## config.mk

```make
export PLATFORM = sky130hd
export DESIGN_NAME = hamming_rx_ctrl
export DESIGN_NICKNAME = d
export VERILOG_FILES = /design/src/rtl/hamming_rx_ctrl.sv
export SDC_FILE = /design/constraint.sdc
export NUM_CORES = 1
export LEC_CHECK = 0
export BUFFER_PORTS_ARGS = -buffer_cell sky130_fd_sc_hd__buf_2
export CORE_UTILIZATION = 58
export CTS_CLUSTER_DIAMETER = 40
export DETAILED_ROUTE_END_ITERATION = 7
export PLACE_DENSITY = 0.85
export SETUP_SLACK_MARGIN = 0.4
export SLEW_MARGIN = 20
export SYNTH_ARGS = -nofsm -noshare
export SYNTH_HDL_FRONTEND = slang
export SYNTH_SLANG_ARGS = --single-unit
```

## constraint.sdc

```tcl
create_clock -name clk -period 4.4 [get_ports clk]
set_input_delay 0.88 -clock clk [delete_from_list [all_inputs] [get_ports clk]]
set_output_delay 0.88 -clock clk [all_outputs]
set_load 0.05 [all_outputs]
```

## src/rtl/hamming_rx_ctrl.sv

```systemverilog
// Hamming(7,4)+parity receive controller: decodes codewords, packs nibble
// pairs into bytes, keeps saturating BER counters. Option: HAMRX_DROP_UNCORR_EN
module hamming_decoder (
    input  logic [6:0] in,
    input  logic       in_parity,
    output logic [3:0] data,
    output logic       error_1bit,
    output logic       error_2bit
);
    logic [2:0] w_syn;
    logic       w_par_err;
    logic [7:0] w_mask;
    logic [7:0] w_fix;

    assign w_syn[0]   = in[0] ^ in[2] ^ in[4] ^ in[6];
    assign w_syn[1]   = in[1] ^ in[2] ^ in[5] ^ in[6];
    assign w_syn[2]   = in[3] ^ in[4] ^ in[5] ^ in[6];
    assign w_par_err  = in_parity ^ (^in);
    assign error_1bit = |w_syn;
    // Nonzero syndrome with consistent overall parity means two flips.
    assign error_2bit = error_1bit & ~w_par_err;

    // Flip the bit at the syndrome position; bit index equals code position.
    always_comb begin
        w_mask = 8'd1 << w_syn;
        w_fix  = {in, 1'b0};
        if (error_1bit & w_par_err)
            w_fix = w_fix ^ w_mask;
    end

    assign data = {w_fix[7], w_fix[6], w_fix[5], w_fix[3]};
endmodule

module hamming_rx_ctrl #(
    parameter int CNT_W = 16
) (
    input  logic             clk,
    input  logic             reset,
    input  logic [7:0]       cw_in,
    input  logic             cw_valid,
    output logic             cw_ready,
    output logic [7:0]       byte_out,
    output logic             byte_valid,
    input  logic             byte_ready,
    output logic             byte_err,
    input  logic             cnt_clr,
    output logic [CNT_W-1:0] nib_cnt,
    output logic [CNT_W-1:0] corr_cnt,
    output logic [CNT_W-1:0] uncorr_cnt
);
    localparam logic [1:0] S_LO  = 2'd0;
    localparam logic [1:0] S_HI  = 2'd1;
    localparam logic [1:0] S_OUT = 2'd2;
    localparam logic [CNT_W-1:0] CNT_MAX = '1;

    logic [1:0]       r_state;
    logic [7:0]       r_byte;
    logic             r_valid;
    logic             r_lo_err;
    logic [CNT_W-1:0] r_nib;
    logic [CNT_W-1:0] r_corr;
    logic [CNT_W-1:0] r_unc;
    logic [3:0]       w_data;
    logic             w_e1;
    logic             w_e2;
    logic             w_acc;
    logic             w_corr;

    hamming_decoder u_dec (
        .in         (cw_in[6:0]),
        .in_parity  (cw_in[7]),
        .data       (w_data),
        .error_1bit (w_e1),
        .error_2bit (w_e2)
    );

    assign cw_ready   = (r_state != S_OUT) | byte_ready;
    assign w_acc      = cw_valid & cw_ready;
    assign w_corr     = w_e1 & ~w_e2;
    assign byte_out   = r_byte;
    assign byte_valid = r_valid;
    assign nib_cnt    = r_nib;
    assign corr_cnt   = r_corr;
    assign uncorr_cnt = r_unc;

`ifdef HAMRX_DROP_UNCORR_EN
    assign byte_err = 1'b0;
`else
    logic r_err;
    assign byte_err = r_err;
`endif

    // Pairing FSM and byte holding register.
    always_ff @(posedge clk) begin
        if (reset) begin
            r_state  <= S_LO;
            r_byte   <= 8'h00;
            r_valid  <= 1'b0;
            r_lo_err <= 1'b0;
`ifndef HAMRX_DROP_UNCORR_EN
            r_err    <= 1'b0;
`endif
        end else begin
            case (r_state)
                S_LO: begin
                    if (w_acc) begin
                        r_byte[3:0] <= w_data;
                        r_lo_err    <= w_e2;
                        r_state     <= S_HI;
                    end
                end
                S_HI: begin
                    if (w_acc) begin
                        r_byte[7:4] <= w_data;
`ifdef HAMRX_DROP_UNCORR_EN
                        if (r_lo_err | w_e2) begin
                            r_state <= S_LO;
                        end else begin
                            r_valid <= 1'b1;
                            r_state <= S_OUT;
                        end
`else
                        r_err   <= r_lo_err | w_e2;
                        r_valid <= 1'b1;
                        r_state <= S_OUT;
`endif
                    end
                end
                S_OUT: begin
                    if (byte_ready) begin
                        r_valid <= 1'b0;
                        if (w_acc) begin
                            r_byte[3:0] <= w_data;
                            r_lo_err    <= w_e2;
                            r_state     <= S_HI;
                        end else begin
                            r_state <= S_LO;
                        end
                    end
                end
                default: r_state <= S_LO;
            endcase
        end
    end

    // Saturating statistics counters; clear beats a simultaneous accept.
    always_ff @(posedge clk) begin
        if (reset || cnt_clr) begin
            r_nib  <= '0;
            r_corr <= '0;
            r_unc  <= '0;
        end else if (w_acc) begin
            if (r_nib != CNT_MAX)
                r_nib <= r_nib + 1'b1;
            if (w_corr && r_corr != CNT_MAX)
                r_corr <= r_corr + 1'b1;
            if (w_e2 && r_unc != CNT_MAX)
                r_unc <= r_unc + 1'b1;
        end
    end
endmodule

```

==> run metrics <==
clock slew at reported path FFs=approximately 60 ps; minimum clock period=between 2000 and 3000 ps; grt ovf=0; met3 WL=408 microns; DR top layer=met4; Post-Syn Nets=394; flops & latches, synth=approximately 60; TritonCTS clock tree=done; simple-gate share of the synthesized area=26.29%; crit-path max FO=15; gpl congestion=0.8034; worst path cell trace=buf_2 > xor2_1 > xnor2_1 > nor2_1 > o211ai_1 > o21ai_0 > a21oi_1; routed len/inst=13.78 microns; Slew @ Worst Pin=903.3 ps; I/O Buffers=71; Synth Instances=378; cts repair resizes=0; yosys warns=0; antenna violations before repair=0; CP Buf/Inv Count=1; Clock Tree Root=clkbuf_8; RSZ-0062 raised after global routing=no; final setup vio count=0; XOR/XNOR Fraction of Synth Area=8.952%; Die X-Extent=between 70 and 80 microns; Detail Placement HPWL=4964 microns; Starting Density=60.37%; Data arrival, critical path=between 3000 and 4000 ps; Seq/Total Area, Yosys=39.35%; P_leak=0.001443 uW; Mean Syn Cell Area=8.209 sq um; vias=3011; Detailed Routing Iterations Pass 1=5; Post-Route M1 WL=3249 microns; global-route wire length before repair=11160 microns; die height=75.15 microns; Setup TNS=0 ps; maximum clock insertion buffer count=2; dpl cell area=~0.0035 sq mm; mux share of post-synthesis cell area=0%; Layout Skew=between 10 and 15 ps; Tcrit/Tclk final=67.86%; Core ar.=0.005140 sq mm; CP Class=in -> reg; # IOs=72; Worst Hold Slack=480.6 ps; # fillers=437; mapped cell area=approximately 0.0031 sq mm; Top FF cell, synth=dfxtp_1; Max Cap Violations=0; Max rail drop VDD=0.2405 mV; Post-synth EDFFs=0; WL final=7123 microns; crit end category=register; TritonCTS buffer count=9; Area Overhead vs Synth=17.94%; vias in the first global route=2555; Adder-Cell Fraction of Synth Area=1.210%; aggregate global-route resource usage=25.95%; largest net degree at the start of global routing=46; Via density=about 5.8; Hold Path Class=reg -> reg; Std-Cell Rows=26; Slew Limit Headroom=about two fifths; Final Max Tran Viols=0; post-route cell area=approximately 0.0037 sq mm; Pwr Total=1243 uW; Die Area=0.005647 sq mm; antenna cell count=0; maximum level of the CTS H-tree=3; layout cell share with drive strength beyond 1=21.25%; Fin. Hold Viols=0; worst endpoint required time=4640 ps; postcts setup bufs=0; status=completed; fin nets=459; Worst path max stage delay=810 ps; delay-heaviest family, CP=compound AO/OA/AOI/OAI gates; Critical Path Source Type=primary input; largest family of logic cells by synthesized area=simple AND/OR/NAND/NOR gates; Pwr Density=between 300 and 400 mW/mm^2; ys async rst share=0%; met2 WL post-DR=3368 microns; CTS sink count=61; fmax=334.9 MHz; Post-CTS Hold Fix Bufs=0; Crit-path slowest cell=o211ai_1; DR DRC count=0; compound-cell area share of the yosys netlist=between 20% and 30%; Clock Latency Late Sink=330 ps; post-synthesis cell type count=44; DRT iter0 DRCs=149; antenna viol nets, final=0
cell families (layout without fill, tap and decap cells):
group                    after synthesis  after routing
AND/OR/NAND/NOR                      158            158
AO/OA/AOI/OAI                        101            101
flip-flops                            61             61
XOR/XNOR                              30             30
buffers and inverters                 25             94
adder cells (fa/ha/maj)                3              3
area by class of cell:
cell class              instances  area [sq um]  share of cell area (%)
multi-input cells             292          1775                   48.51
flip-flops and latches         61          1221                   33.37
repair buffers                 71         355.3                   9.709
clock buffers                  11         141.4                   3.863
well taps                      70         87.58                   2.393
clock inverters                 4         48.80                   1.333
inverters                       8         30.03                  0.8205
Yosys cell counts, types with 5 or more instances:
library cell / number / area (sq um)
dfxtp_1: 61 / 1221
nor2_1: 38 / 142.6
a21oi_1: 37 / 185.2
o21ai_0: 29 / 145.1
nand2_1: 27 / 101.4
nand3_1: 19 / 95.09
or3_1: 18 / 112.6
xor2_1: 16 / 140.1
xnor2_1: 12 / 105.1
and3_1: 11 / 68.82
nand4_1: 10 / 62.56
inv_1: 8 / 30.03
nor3_1: 8 / 40.04
a211oi_1: 7 / 52.55
and2_1: 7 / 43.79
buf_2: 7 / 35.03
clkbuf_1: 7 / 26.28
and4_1: 5 / 43.79
o21a_1: 5 / 37.54
final timing paths:
path | from | end | slack [ps] | cells past startpoint
worst max register to register | uncorr_cnt[0]$_SDFFE_PP0P_ | uncorr_cnt[13]$_SDFFE_PP0P_ | 2110 | 6
worst min-delay path | byte_valid$_SDFFE_PP0P_ | byte_valid$_SDFFE_PP0P_ | 480 | 2
worst max-delay path | cw_in[0] | corr_cnt[6]$_SDFFE_PP0P_ | 1410 | 7
worst min register to register | byte_valid$_SDFFE_PP0P_ | byte_valid$_SDFFE_PP0P_ | 480 | 2
per-stage QoR:
step / setup WS [ps] / std cells / utilization, %
4_1_cts: 1447 / 517 / 71.20
5_1_grt: 1215 / 517 / 71.20
3_5_place_dp: 1094 / 502 / 67.50
3_3_place_gp: 1218 / 502 / 67.50
2_1_floorplan: 1442 / 378 / -
6_report: 1414 / 517 / 71.20
per-layer routing:
metal  GRT usage [%]  up-vias
met1           31.45     1399
met3           8.166       11
met4           9.877        0
li1                -     1506
met5               0        -
met2           43.24       95
power by group:
group | switching, uW | total, uW | internal, uW
combinational | 139 | 189 | 50.7
clock | 209 | 482 | 273
sequential | 8.22 | 572 | 564
registers in the layout, summed over array words and instances, names as in the netlist:
register	cells
uncorr_cnt	16
r_state	2
byte_err	1
byte_valid	1
r_lo_err	1
byte_out	8
corr_cnt	16
nib_cnt	16
worst reg2reg max path, delay by kind of cell (launching register included):
| family | cells | cell delay [ps] |
|---|---|---|
| flip-flops | 1 | 350 |
| AO/OA/AOI/OAI | 3 | 810 |
| AND/OR/NAND/NOR | 2 | 810 |
| adder cells (fa/ha/maj) | 1 | 250 |
layout by cell type, fill, tap and decap left out, types with 10 or more instances in the layout:
cell type and count:
a21oi_1 37, and3_1 11, buf_2 71, clkbuf_8 10, dfxtp_1 61, nand2_1 27, nand3_1 19, nand4_1 10
nor2_1 38, o21ai_0 29, or3_1 18, xnor2_1 12, xor2_1 16
(Power assumes the default switching activity.)
